## config.mk

```make
export PLATFORM = sky130hd
export DESIGN_NAME = frogger_game_fsm
export DESIGN_NICKNAME = d
export VERILOG_FILES = /design/src/rtl/frogger_game_fsm.sv
export SDC_FILE = /design/constraint.sdc
export NUM_CORES = 1
export LEC_CHECK = 0
export BUFFER_PORTS_ARGS = -buffer_cell sky130_fd_sc_hd__clkbuf_2
export CAP_MARGIN = 30
export CELL_PAD_IN_SITES_DETAIL_PLACEMENT = 1
export CELL_PAD_IN_SITES_GLOBAL_PLACEMENT = 1
export CORE_MARGIN = 2
export CORE_UTILIZATION = 25
export DETAILED_ROUTE_END_ITERATION = 16
export PLACE_DENSITY_LB_ADDON = 0.3
export SYNTH_ARGS = -nofsm -noshare
export SYNTH_HDL_FRONTEND = slang
export SYNTH_SLANG_ARGS = --single-unit
```

## constraint.sdc

```tcl
create_clock -name i_Clk -period 2.7 [get_ports i_Clk]
set_input_delay 0.27 -clock i_Clk [delete_from_list [all_inputs] [get_ports i_Clk]]
set_output_delay 0.27 -clock i_Clk [all_outputs]
set_load 0.02 [all_outputs]
```

## src/rtl/frogger_game_fsm.sv

```systemverilog
// Frogger game-state controller: collision/goal detection, score, lives,
// game-active enable and frog respawn pulse.
module frogger_game_fsm #(
    parameter int START_LIVES       = 3,
    parameter int MAX_SCORE         = 99,
    parameter int GOAL_ROW          = 0,
    parameter int DEATH_HOLD_CYCLES = 12_500_000
) (
    input  logic       i_Clk,
    input  logic       i_Reset,
    input  logic       i_Start,
    input  logic       i_Frame_Tick,
    input  logic [5:0] i_Frogger_X,
    input  logic [5:0] i_Frogger_Y,
    input  logic       i_Draw_Frogger,
    input  logic       i_Draw_Car,
    output logic       o_Game_Active,
    output logic       o_Respawn,
    output logic [6:0] o_Score,
    output logic [1:0] o_Lives,
    output logic       o_Game_Over,
    output logic [2:0] o_State
);

    localparam int HOLD_BITS = $clog2(DEATH_HOLD_CYCLES);
    localparam int CW = (HOLD_BITS > 24) ? HOLD_BITS : 24;

    typedef enum logic [2:0] {
        S_IDLE = 3'd0,
        S_PLAY = 3'd1,
        S_HIT  = 3'd2,
        S_OVER = 3'd3
    } state_t;

    state_t        state, state_n;
    logic [6:0]    score, score_n;
    logic [1:0]    lives, lives_n;
    logic [CW-1:0] cnt, cnt_n;
    logic          grace, grace_n;
    logic          r_Start;
    logic          respawn_n;
    logic          start_edge;
    logic          hit;
    logic          goal;

    // Collision is decided from the draw flags alone, so the column is unused.
    logic unused_x;
    assign unused_x = ^i_Frogger_X;

    assign start_edge = i_Start & ~r_Start;
    assign hit  = i_Draw_Frogger & i_Draw_Car & ~grace;
    assign goal = (i_Frogger_Y == 6'(GOAL_ROW)) & ~grace;

    always_comb begin
        state_n   = state;
        score_n   = score;
        lives_n   = lives;
        cnt_n     = cnt;
        grace_n   = grace;
        respawn_n = 1'b0;
        if (i_Frame_Tick)
            grace_n = 1'b0;
        unique case (state)
            S_IDLE, S_OVER: begin
                if (start_edge) begin
                    state_n   = S_PLAY;
                    score_n   = '0;
                    lives_n   = 2'(START_LIVES);
                    cnt_n     = '0;
                    respawn_n = 1'b1;
                    grace_n   = 1'b1;
                end
            end
            S_PLAY: begin
                if (hit) begin
                    state_n = S_HIT;
                    lives_n = lives - 2'd1;
                    cnt_n   = '0;
                end else if (goal) begin
                    if (score < 7'(MAX_SCORE))
                        score_n = score + 7'd1;
                    respawn_n = 1'b1;
                    grace_n   = 1'b1;
                end
            end
            S_HIT: begin
                if (lives == 2'd0) begin
                    state_n = S_OVER;
                end else if (cnt == CW'(DEATH_HOLD_CYCLES - 1)) begin
                    state_n   = S_PLAY;
                    cnt_n     = '0;
                    respawn_n = 1'b1;
                    grace_n   = 1'b1;
                end else begin
                    cnt_n = cnt + CW'(1);
                end
            end
            default: state_n = S_IDLE;
        endcase
    end

    always_ff @(posedge i_Clk) begin
        if (i_Reset) begin
            state         <= S_IDLE;
            score         <= '0;
            lives         <= 2'(START_LIVES);
            cnt           <= '0;
            grace         <= 1'b0;
            r_Start       <= 1'b0;
            o_Respawn     <= 1'b0;
            o_Game_Active <= 1'b0;
            o_Game_Over   <= 1'b0;
        end else begin
            state         <= state_n;
            score         <= score_n;
            lives         <= lives_n;
            cnt           <= cnt_n;
            grace         <= grace_n;
            r_Start       <= i_Start;
            o_Respawn     <= respawn_n;
            o_Game_Active <= (state_n == S_PLAY);
            o_Game_Over   <= (state_n == S_OVER);
        end
    end

    assign o_Score = score;
    assign o_Lives = lives;
    assign o_State = state;

endmodule

```

==> results.md, run 1 <==
* Result of the run: completed
* Most numerous cell types in the synthesized netlist: sky130_fd_sc_hd__dfxtp_1, sky130_fd_sc_hd__nand2_1, sky130_fd_sc_hd__nor2_1
* Grt ovf at 0
* Top area cells in the synthesized netlist: sky130_fd_sc_hd__dfxtp_1, sky130_fd_sc_hd__xnor2_1, sky130_fd_sc_hd__nand2_1
* Hold Startpoint: i_Frame_Tick
* Clock Tree Buf Depth at 2
* CTS tree: done
* Max-capacitance violation count at 0
* Highest fanout seen on the critical path at 22
* Number of primary I/O pins at 33
* H-tree level count at 2
* Static leakage at 0.913 nW
* Path class of the lowest-slack min-delay path: primary input to register
* Avg Cell Area, Syn at 8.53 µm²
* Proportion of layout cells with a drive suffix above 1 at about 16%
* Critical path launch point type: register
* Layout overhead on the synthesized area at 15.3%
* Pin count of the biggest net entering global routing at 23
* Largest clock skew in the final design at 0.0164 ns
* Initial Util at approximately a quarter
* Number of clock buffers inserted by TritonCTS at 5
* Proportion of netlist area held by the largest area contributor at between 30% and 40%
* Yosys cell types at 50
* Die Area at 9390 µm²
* Instance count after placement with tap cells included at around 380
* Power per standard cell area at 489 nW/µm²
* Sequential fraction of the synthesis area at about two fifths
* Vias after detailed routing at between 1.5k and 2k
* WS Path Type: register to register
* Number of hold violations in the final report at 0
* ANT cells at 0
* CTS-repair resized insts at 0
* Number of nets in the synthesized netlist at ~270
* Endpoint required time on the critical path at between 2 and 3 ns
* Number of routed nets with antenna violations at 0
* Routability congestion estimate from global placement at about 0.73
* First DRT Iteration DRCs at 129
* Count leader, synth: sky130_fd_sc_hd__dfxtp_1
* Minimum setup slack in the final design at slightly above 0.4 ns
* Capture endpoint of the worst hold path: grace$_SDFF_PP0_
* Least-Margin Pin Slew at ~0.8 ns
* IO Port Bufs at 26
* Post-route minimum period at 2.30 ns
* Most common flop cell mapped by yosys: sky130_fd_sc_hd__dfxtp_1
* Top achievable clock speed at between 0.4 and 0.5 GHz
* Largest area contributor in the synthesized netlist: sky130_fd_sc_hd__dfxtp_1
* Nets@finish at 300
* Setup slack of the most critical reg-to-reg path at about 0.40 ns
* Global Route Usage Sum at roughly an eighth
* Remaining design rule violation count at 0
* Post-synth EDFFs at 0
* Total negative slack for setup checks at 0 ns
* Synth warn at 0
* Cell Area, Synth at between 2000 and 2500 µm²
* Clock sink count at 41
* Slew Viols, Final at 0
* CTS root buf: sky130_fd_sc_hd__clkbuf_8
* Worst slack at placement at 0.398 ns
* Share of synthesized registers carrying an async set or reset at 0%
* Endpoint of the most critical register-to-register path: cnt[0]$_SDFFE_PP0P_
* Cell area after layout at roughly 2500 µm²
* Endpoints failing setup at 0
* Number of buffers inserted for hold repair after clock tree synthesis at 0
* Worst Hold Depth at 3
* Cells after Synth at 253
* Number of cell instances on the worst register-to-register path at 7
* Instance area after placement at ~2400 µm²
* Wire length after detailed routing at around 5600 µm
* Drt first pass iters at 4
* Element type at the critical path end: register
* Post-route non-filler standard cell count at just under 400
* Final cycle utilization of the critical path at between 80% and 90%
* Avg Vias per Cell at 5.06
* Die Y at between 90 and 100 µm
* Setup bufs post-CTS at 0
* Floorplan row count at 33
* Clock network latency to the later pin of the worst-skew pair at 0.30 ns
* Register bit total from synthesis at 41
* Reg clk slew, reported paths at ~0.080 ns
* Floorplan Core Area at about 8300 µm²
* Global-route wire length before repair at around 9600 µm
* Launch instance of the worst register-to-register path: cnt[0]$_SDFFE_PP0P_
* WP data arrival at around 2.5 ns
* Remaining max-slew budget at the tightest pin at between 40% and 50%
* RSZ-0062 raised after global routing: false
* Initial antenna violation count at 0
* Via count of the first global-routing pass at roughly 2k
* Post-detailed-route wirelength per cell at around 15 µm
* Total half-perimeter wirelength after legalization and detailed placement at between 3000 and 4000 µm
* Peak VDD IR at around 0.18 mV
* Horiz. Die Dim at roughly 97 µm
==> how the worst max path moves through the flow <==
stage	from	end	slack [ns]	cells after the start
global placement	cnt[0]$_SDFFE_PP0P_	cnt[14]$_SDFFE_PP0P_	0.38	7
floorplan	o_Lives[0]$_SDFFE_PP1P_	cnt[23]$_SDFFE_PP0P_	0.66	8
detailed placement	cnt[0]$_SDFFE_PP0P_	cnt[19]$_SDFFE_PP0P_	0.40	7
global route	cnt[0]$_SDFFE_PP0P_	cnt[0]$_SDFFE_PP0P_	0.20	7
CTS	cnt[0]$_SDFFE_PP0P_	cnt[0]$_SDFFE_PP0P_	0.40	7
finish	cnt[0]$_SDFFE_PP0P_	cnt[0]$_SDFFE_PP0P_	0.40	7
==> report_power, final <==
group	internal, mW	switching [mW]	leakage, nW	total [mW]
Combinational	0.0269	0.0489	0.523	0.0758
Clock	0.302	0.221	0.0585	0.523
Sequential	0.609	0.00796	0.331	0.617
Total	0.938	0.278	0.913	1.22
==> final cells by class <==
| cell class | count | area, µm² |
|---|---|---|
| Clock inverter | 1 | 30.0 |
| Sequential cell | 41 | 821 |
| Timing Repair Buffer | 29 | 150 |
| Tap cell | 105 | 131 |
| Clock buffer | 7 | 86.3 |
| Fill cell | 996 | 5810 |
| Multi-Input combinational cell | 195 | 1240 |
| Inverter | 7 | 26.3 |
==> metrics by stage <==
step	utilization (%)	power, mW	hold WS (ns)
floorplan	-	0.681	0.398
detailed placement	28.6	0.707	0.466
global placement	28.5	0.705	0.466
finish	30.0	1.22	0.243
global route	30.0	1.27	0.247
CTS	30.0	1.24	0.234
==> cell usage in the layout (no fill, tap or decap), types with 3 or more instances in the layout <==
master,Yosys,routed
sky130_fd_sc_hd__and3_1,6,6
sky130_fd_sc_hd__dfxtp_1,41,41
sky130_fd_sc_hd__nand3b_1,5,5
sky130_fd_sc_hd__inv_1,7,7
sky130_fd_sc_hd__o21ai_0,14,14
sky130_fd_sc_hd__nor3_1,10,10
sky130_fd_sc_hd__and4_1,4,4
sky130_fd_sc_hd__nand2_1,22,22
sky130_fd_sc_hd__clkbuf_8,0,6
sky130_fd_sc_hd__nand4_1,7,7
sky130_fd_sc_hd__and2_1,4,4
sky130_fd_sc_hd__nor2_1,20,20
sky130_fd_sc_hd__nor4b_1,4,4
sky130_fd_sc_hd__o31ai_1,5,5
sky130_fd_sc_hd__or3_1,5,5
sky130_fd_sc_hd__nand2b_1,5,5
sky130_fd_sc_hd__clkbuf_2,0,26
sky130_fd_sc_hd__nand3_1,10,10
sky130_fd_sc_hd__ha_1,3,3
sky130_fd_sc_hd__nor4_1,7,7
sky130_fd_sc_hd__a21oi_1,14,14
sky130_fd_sc_hd__xnor2_1,11,11
sky130_fd_sc_hd__xor2_1,5,5
==> kinds of logic after synthesis <==
family	after synthesis	synth area share, %
AND/OR/NAND/NOR	124	33.6
AO/OA/AOI/OAI	49	14.6
flip-flops	41	38.1
buffers and inverters	17	4.35
XOR/XNOR	16	6.50
adder cells (fa/ha/maj)	4	2.20
other	1	0.174
multiplexers	1	0.464
==> per-layer routing <==
layer  up-vias  part of all wire (%)  GRT usage [%]
met5         -                     0              0
met2        27                    47           20.1
met3         7                   3.1           2.60
met4         0                   1.6           4.23
met1       938                    48           16.1
li1        976                     -              -
==> worst max-delay path, stage by stage, from the launching register on <==
cell                      delay [ns]
sky130_fd_sc_hd__dfxtp_1        0.37
sky130_fd_sc_hd__ha_1           0.27
sky130_fd_sc_hd__and4b_1        0.22
sky130_fd_sc_hd__nand4_1        0.17
sky130_fd_sc_hd__o31ai_1        0.58
sky130_fd_sc_hd__a21o_1         0.20
sky130_fd_sc_hd__buf_4          0.28
sky130_fd_sc_hd__nor2_1         0.08
==> sequential cells by signal, indices dropped and copies added (netlist names) <==
signal,cells
grace,1
o_Respawn,1
o_Lives,2
o_State,3
cnt,24
o_Game_Over,1
r_Start,1
o_Score,7
o_Game_Active,1
Note: power is estimated with default switching activity, not from simulation.
==> inputs of run 2 (changes only) <==
--- a/config.mk
+++ b/config.mk
@@ -15,2 +15,3 @@
 export PLACE_DENSITY_LB_ADDON = 0.3
+export RECOVER_POWER = 25
 export SYNTH_ARGS = -nofsm -noshare
--- a/constraint.sdc
+++ b/constraint.sdc
@@ -3,2 +3,2 @@
 set_output_delay 0.27 -clock i_Clk [all_outputs]
-set_load 0.02 [all_outputs]
+set_load 0.05 [all_outputs]
==> run 2 against run 1 <==
- sequential cell count did not move
- register-to-register slack barely moved
- power rose by 0.30%
- core utilization fell by 0.20 points
- critical path depth did not move
- global-route usage did not move
- cell count did not move
- cell area fell by 0.65%
- first-iteration DRC count fell by 2.3%
- clock skew barely moved
- clock power barely moved
==> results.md, run 2 (synthesis results as in run 1) <==
* Critical path launch point type: register
* Reg clk slew, reported paths at 0.08 ns (about the same)
* Slowest stage cell, crit path: sky130_fd_sc_hd__o31ai_1
* Most frequent cells in the layout: sky130_fd_sc_hd__dfxtp_1, sky130_fd_sc_hd__nand2_1, sky130_fd_sc_hd__nor2_1
* Clock Tree Buf Depth at 2 (unchanged)
* Total negative slack for setup checks at 0 ns (unchanged)
* Static leakage at 0.871 nW (-4.7%)
* Result of the run: completed
* Die Y at 96.9 µm (unchanged)
* Pin count of the biggest net entering global routing at 23 (unchanged)
* Worst-path cell chain: ha_1 > and4b_1 > nand4_1 > o31ai_1 > a21o_1 > buf_4 > nor2_1
* Highest fanout seen on the critical path at 22 (unchanged)
* Layout overhead on the synthesized area at 14.6%
* Die Area at 9390 µm² (unchanged)
* Instance count after placement with tap cells included at 377 (unchanged)
* Vias after detailed routing at 1943 (-0.26%)
* WS Path Type: register to register
* Number of hold violations in the final report at 0 (unchanged)
* Met1 wire length at 2680 µm (-0.70%)
* Post-route minimum period at 2.30 ns (-0.000202 ns)
* Post-detailed-route wirelength per cell at 14.6 µm (-0.12%)
* Floorplan Core Area at 8300 µm² (unchanged)
* Floorplan row count at 33 (unchanged)
* Slew Viols, Final at 0 (unchanged)
* Setup slack of the most critical reg-to-reg path at 0.40 ns (about the same)
* Number of clock buffers inserted by TritonCTS at 5 (unchanged)
* First DRT Iteration DRCs at 126 (-2.3%)
* Setup bufs post-CTS at 0 (unchanged)
* Grt ovf at 0 (unchanged)
* Endpoint required time on the critical path at 2.87 ns (about the same)
* Path class of the lowest-slack min-delay path: primary input to register
* Worst path top cell family by delay: compound AO/OA/AOI/OAI gates
* Top achievable clock speed at 0.436 GHz (about the same)
* Post-route non-filler standard cell count at 385 (unchanged)
* Global-route wire length before repair at 9590 µm (unchanged)
* IO Port Bufs at 26 (unchanged)
* Horiz. Die Dim at 96.9 µm (unchanged)
* Top layer reached by signal wires: met4
* Peak VDD IR at 0.176 mV (about the same)
* Crit path buffers/inverters at 1 (unchanged)
* Number of routed nets with antenna violations at 0 (unchanged)
* Number of filler cells placed in the layout at 1000 (+0.40%)
* Element type at the critical path end: register
* Routability congestion estimate from global placement at 0.733 (unchanged)
* Final cycle utilization of the critical path at 85.0% (about the same)
* Endpoints failing setup at 0 (unchanged)
* Initial Util at 26.0% (unchanged)
* Clock sink count at 41 (unchanged)
* Proportion of layout cells with a drive suffix above 1 at 11.8% (-4.6 points)
* ANT cells at 0 (unchanged)
* Nets@finish at 300 (unchanged)
* Register containing the most flip-flops in the final layout: cnt
* Avg Vias per Cell at 5.05 (-0.26%)
* Leading cell type in the layout, fill and taps excluded: sky130_fd_sc_hd__dfxtp_1
* Remaining max-slew budget at the tightest pin at 47.0% (about the same)
* Max-capacitance violation count at 0 (unchanged)
* Remaining design rule violation count at 0 (unchanged)
* H-tree level count at 2 (unchanged)
* Power per standard cell area at 493 nW/µm² (+0.96%)
* CTS-repair resized insts at 0 (unchanged)
* Initial antenna violation count at 0 (unchanged)
* Amount of wire on met2 after detailed routing at 2670 µm (about the same)
* CTS tree: done
* CTS root buf: sky130_fd_sc_hd__clkbuf_8
* Number of buffers inserted for hold repair after clock tree synthesis at 0 (unchanged)
* Clock network latency to the later pin of the worst-skew pair at 0.30 ns (about the same)
* RSZ-0062 raised after global routing: false
* Largest clock skew in the final design at 0.0162 ns (-0.000159 ns)
* Least-Margin Pin Slew at 0.795 ns (-0.000271 ns)
* Worst path max stage delay at 0.58 ns (about the same)
* Number of primary I/O pins at 33 (unchanged)
* Global Route Usage Sum at 12.3% (unchanged)
* Via count of the first global-routing pass at 1948 (unchanged)
* Met3 wire len at 190 µm (+8.6%)
* Total half-perimeter wirelength after legalization and detailed placement at 3990 µm (unchanged)
* Max reg flops at 24 (unchanged)
* WP data arrival at 2.47 ns (about the same)
* Wire length after detailed routing at 5640 µm (-0.12%)
* Drt first pass iters at 4 (unchanged)
[run 2: routing by layer]
metal	track usage (%)	vias up
li1	-	975
met5	0	-
met1	16.1	932
met3	2.60	7
met2	20.1	29
met4	4.23	0
[run 2: worst paths after layout]
path,cells after the start,end,from
worst max-delay path,7,cnt[0]$_SDFFE_PP0P_,cnt[0]$_SDFFE_PP0P_
worst min-delay path,3,grace$_SDFF_PP0_,i_Frame_Tick
worst max register to register,7,cnt[0]$_SDFFE_PP0P_,cnt[0]$_SDFFE_PP0P_
worst min register to register,2,o_Score[6]$_SDFFE_PP0P_,o_Score[6]$_SDFFE_PP0P_
[run 2: power by group]
part	switching [mW]	total [mW]	internal [mW]
clock network	0.220	0.522	0.302
registers	0.00790	0.617	0.609
logic	0.0537	0.0802	0.0265
[run 2: tightest hold or removal path: stages]
cell                       delay (ns)
sky130_fd_sc_hd__clkbuf_2        0.08
sky130_fd_sc_hd__nand2b_1        0.09
sky130_fd_sc_hd__a21oi_1         0.06
[run 2: cell type report]
type	instances	area (µm²)	area share [%]
Multi-Input combinational cell	195	1240	50.3
Sequential cell	41	821	33.2
Timing Repair Buffer	29	134	5.42
Tap cell	105	131	5.32
Clock buffer	7	86.3	3.49
Clock inverter	1	30.0	1.22
Inverter	7	26.3	1.06
[run 2: stage by stage]
step           utilization [%]  worst slack, ns  total power [mW]  instance area (µm²)  hold WS (ns)
2_1_floorplan                -            0.434             0.686                 2160         0.398
3_3_place_gp              28.5            0.379             0.710                 2370         0.466
3_5_place_dp              28.6            0.398             0.712                 2370         0.466
4_1_cts                   30.0            0.404              1.24                 2490         0.234
5_1_grt                   29.8            0.197              1.27                 2470         0.247
6_report                  29.8            0.404              1.22                 2470         0.243
==> inputs of run 3 (changes only) <==
- CORE_MARGIN: 2 -> 5
==> run 3 against run 2 <==
- cell area fell by 1.2%
- clock power fell by 20%
- cell count fell by 0.26%
- critical endpoint is now cnt[21]$_SDFFE_PP0P_
- combinational power barely moved
- wire length rose by 0.69%
- sequential share of layout area rose by 0.41 points
- global-route usage fell by 0.83 points
- clock-buffer cell count did not move
- clock skew fell by 0.011 ns
==> results.md, run 3 (synthesis results as in run 1) <==
* Max reg flops at 24 (unchanged)
* Initial antenna violation count at 0 (unchanged)
* Global-route wire length before repair at 9580 µm (-0.15%)
* Number of cell instances on the worst register-to-register path at 7 (unchanged)
* Least-Margin Pin Slew at 0.844 ns (+0.0490 ns)
* Vias after detailed routing at 1924 (-0.98%)
* Number of primary I/O pins at 33 (unchanged)
* Path class of the lowest-slack min-delay path: primary input to register
* Hold Startpoint: i_Frame_Tick
* WS Path Type: register to register
* WP data arrival at 2.53 ns (+0.06 ns)
* Switching fraction of total power at 24.9% (+1.8 points)
* Remaining max-slew budget at the tightest pin at 43.7% (-3.3 points)
* Number of buffers inserted for hold repair after clock tree synthesis at 0 (unchanged)
* IO Port Bufs at 26 (unchanged)
* Endpoint required time on the critical path at 2.88 ns (about the same)
* Number of hold violations in the final report at 0 (unchanged)
* Top achievable clock speed at 0.427 GHz (-2.1%)
* Setup bufs post-CTS at 0 (unchanged)
* Die Y at 103 µm (+6.2%)
* Floorplan row count at 33 (unchanged)
* Routability congestion estimate from global placement at 0.705 (-3.8%)
* Capture endpoint of the worst hold path: grace$_SDFF_PP0_
* Register containing the most flip-flops in the final layout: cnt
* Floorplan Core Area at 8300 µm² (unchanged)
* ANT cells at 0 (unchanged)
* Pin count of the biggest net entering global routing at 23 (unchanged)
* Clock Tree Buf Depth at 2 (unchanged)
* CTS root buf: sky130_fd_sc_hd__clkbuf_8
* Initial Util at 26.0% (unchanged)
* Remaining design rule violation count at 0 (unchanged)
* Most frequent cells in the layout: sky130_fd_sc_hd__dfxtp_1, sky130_fd_sc_hd__nand2_1, sky130_fd_sc_hd__nor2_1
* Instance area after placement at 2370 µm² (unchanged)
* Slew Viols, Final at 0 (unchanged)
* Via count of the first global-routing pass at 1988 (+2.1%)
* H-tree level count at 2 (unchanged)
* Total negative slack for setup checks at 0 ns (unchanged)
* CTS-repair resized insts at 0 (unchanged)
* Power per standard cell area at 457 nW/µm² (-7.3%)
* Max-capacitance violation count at 0 (unchanged)
* Horiz. Die Dim at 103 µm (+6.2%)
* Number of clock buffers inserted by TritonCTS at 5 (unchanged)
* Static leakage at 0.857 nW (-1.6%)
* Global Route Usage Sum at 11.5% (-0.83 points)
* Gate power share at 7.2% (+0.6 points)
* Largest clock skew in the final design at 0.00514 ns (-0.0111 ns)
* Post-detailed-route wirelength per cell at 14.8 µm (+0.95%)
* Setup slack of the most critical reg-to-reg path at 0.36 ns (-0.05 ns)
* RSZ-0062 raised after global routing: false
* Critical path launch point type: register
* Element type at the critical path end: register
* Wire length after detailed routing at 5680 µm (+0.69%)
* Cell area after layout at 2440 µm² (-1.2%)
* Highest fanout seen on the critical path at 22 (unchanged)
* Total half-perimeter wirelength after legalization and detailed placement at 4110 µm (+3.0%)
* Launch instance of the worst register-to-register path: cnt[0]$_SDFFE_PP0P_
* Reg clk slew, reported paths at 0.08 ns (about the same)
* Proportion of power drawn by the clock network at 37.6% (-5.2 points)
* Proportion of layout cells with a drive suffix above 1 at 11.5% (-0.32 points)
* First DRT Iteration DRCs at 61 (-52%)
* Avg Vias per Cell at 5.01 (-0.72%)
* Endpoint of the most critical register-to-register path: cnt[21]$_SDFFE_PP0P_
* Grt ovf at 0 (unchanged)
* Leading cell type in the layout, fill and taps excluded: sky130_fd_sc_hd__dfxtp_1
* Endpoints failing setup at 0 (unchanged)
* Die Area at 10600 µm² (+13%)
* Result of the run: completed
* Power share of the sequential group at 55.2% (+4.6 points)
* Post-route minimum period at 2.34 ns (+0.0481 ns)
* Clock sink count at 41 (unchanged)
* Final cycle utilization of the critical path at 86.8% (+1.8 points)
* Net switching power at 278 µW (-1.4%)
* Number of routed nets with antenna violations at 0 (unchanged)
* P_int at 839 µW (-11%)
* Worst Hold Depth at 3 (unchanged)
* Clock network latency to the later pin of the worst-skew pair at 0.29 ns (about the same)
* Peak VDD IR at 0.174 mV (-1.3%)
* CTS tree: done
* Nets@finish at 300 (unchanged)
* Drt first pass iters at 4 (unchanged)
* Layout overhead on the synthesized area at 13.2%
==> run 3: per-layer routing <==
layer	track usage, %	wire length [µm]	vias to the layer above
li1	-	-	973
met1	14.9	2750	918
met2	18.8	2610	27
met3	2.30	238	6
met4	4.18	84	0
met5	0	0	-
==> run 3: metrics by stage <==
step | std cells | utilization, % | setup WS, ns | hold WS [ns] | power, mW
after detailed placement | 377 | 28.6 | 0.306 | 0.470 | 0.712
after global routing | 384 | 29.4 | 0.146 | 0.263 | 1.17
after global placement | 376 | 28.5 | 0.378 | 0.466 | 0.710
after floorplan | 253 | - | 0.434 | 0.398 | 0.686
after CTS | 384 | 29.6 | 0.299 | 0.236 | 1.14
final | 384 | 29.4 | 0.356 | 0.239 | 1.12
==> run 3: how the worst max path moves through the flow <==
stage,startpoint,endpoint,slack (ns),cells after the start
after CTS,cnt[0]$_SDFFE_PP0P_,cnt[21]$_SDFFE_PP0P_,0.30,7
after floorplan,o_Lives[0]$_SDFFE_PP1P_,cnt[23]$_SDFFE_PP0P_,0.43,8
after detailed placement,cnt[0]$_SDFFE_PP0P_,cnt[21]$_SDFFE_PP0P_,0.31,7
after global routing,cnt[0]$_SDFFE_PP0P_,cnt[2]$_SDFFE_PP0P_,0.15,7
after global placement,cnt[0]$_SDFFE_PP0P_,cnt[20]$_SDFFE_PP0P_,0.38,7
final,cnt[0]$_SDFFE_PP0P_,cnt[21]$_SDFFE_PP0P_,0.36,7
==> run 3: cell type report <==
cell class / instances / area (µm²)
clock buffers: 7 / 86.3
fillers: 1024 / 5860
inverters: 7 / 26.3
multi-input cells: 195 / 1240
flip-flops and latches: 41 / 821
well taps: 105 / 131
repair buffers: 29 / 134
==> run 3: power groups by stage <==
| stage | Sequential [mW] | Combinational, mW | Clock [mW] |
|---|---|---|---|
| 2_1_floorplan | 0.634 | 0.0516 | 0 |
| 5_1_grt | 0.619 | 0.0888 | 0.464 |
| 3_5_place_dp | 0.631 | 0.0808 | 0 |
| 4_1_cts | 0.617 | 0.0813 | 0.437 |
| 3_3_place_gp | 0.631 | 0.0791 | 0 |
| 6_report | 0.617 | 0.0799 | 0.420 |
==> run 3: critical path, stage by stage (launching register included) <==
cell and delay [ns]:
sky130_fd_sc_hd__dfxtp_1 0.37, sky130_fd_sc_hd__ha_1 0.27, sky130_fd_sc_hd__and4b_1 0.23, sky130_fd_sc_hd__nand4_1 0.16, sky130_fd_sc_hd__o31ai_1 0.63, sky130_fd_sc_hd__a21o_1 0.21
sky130_fd_sc_hd__buf_4 0.27, sky130_fd_sc_hd__nor2_1 0.09
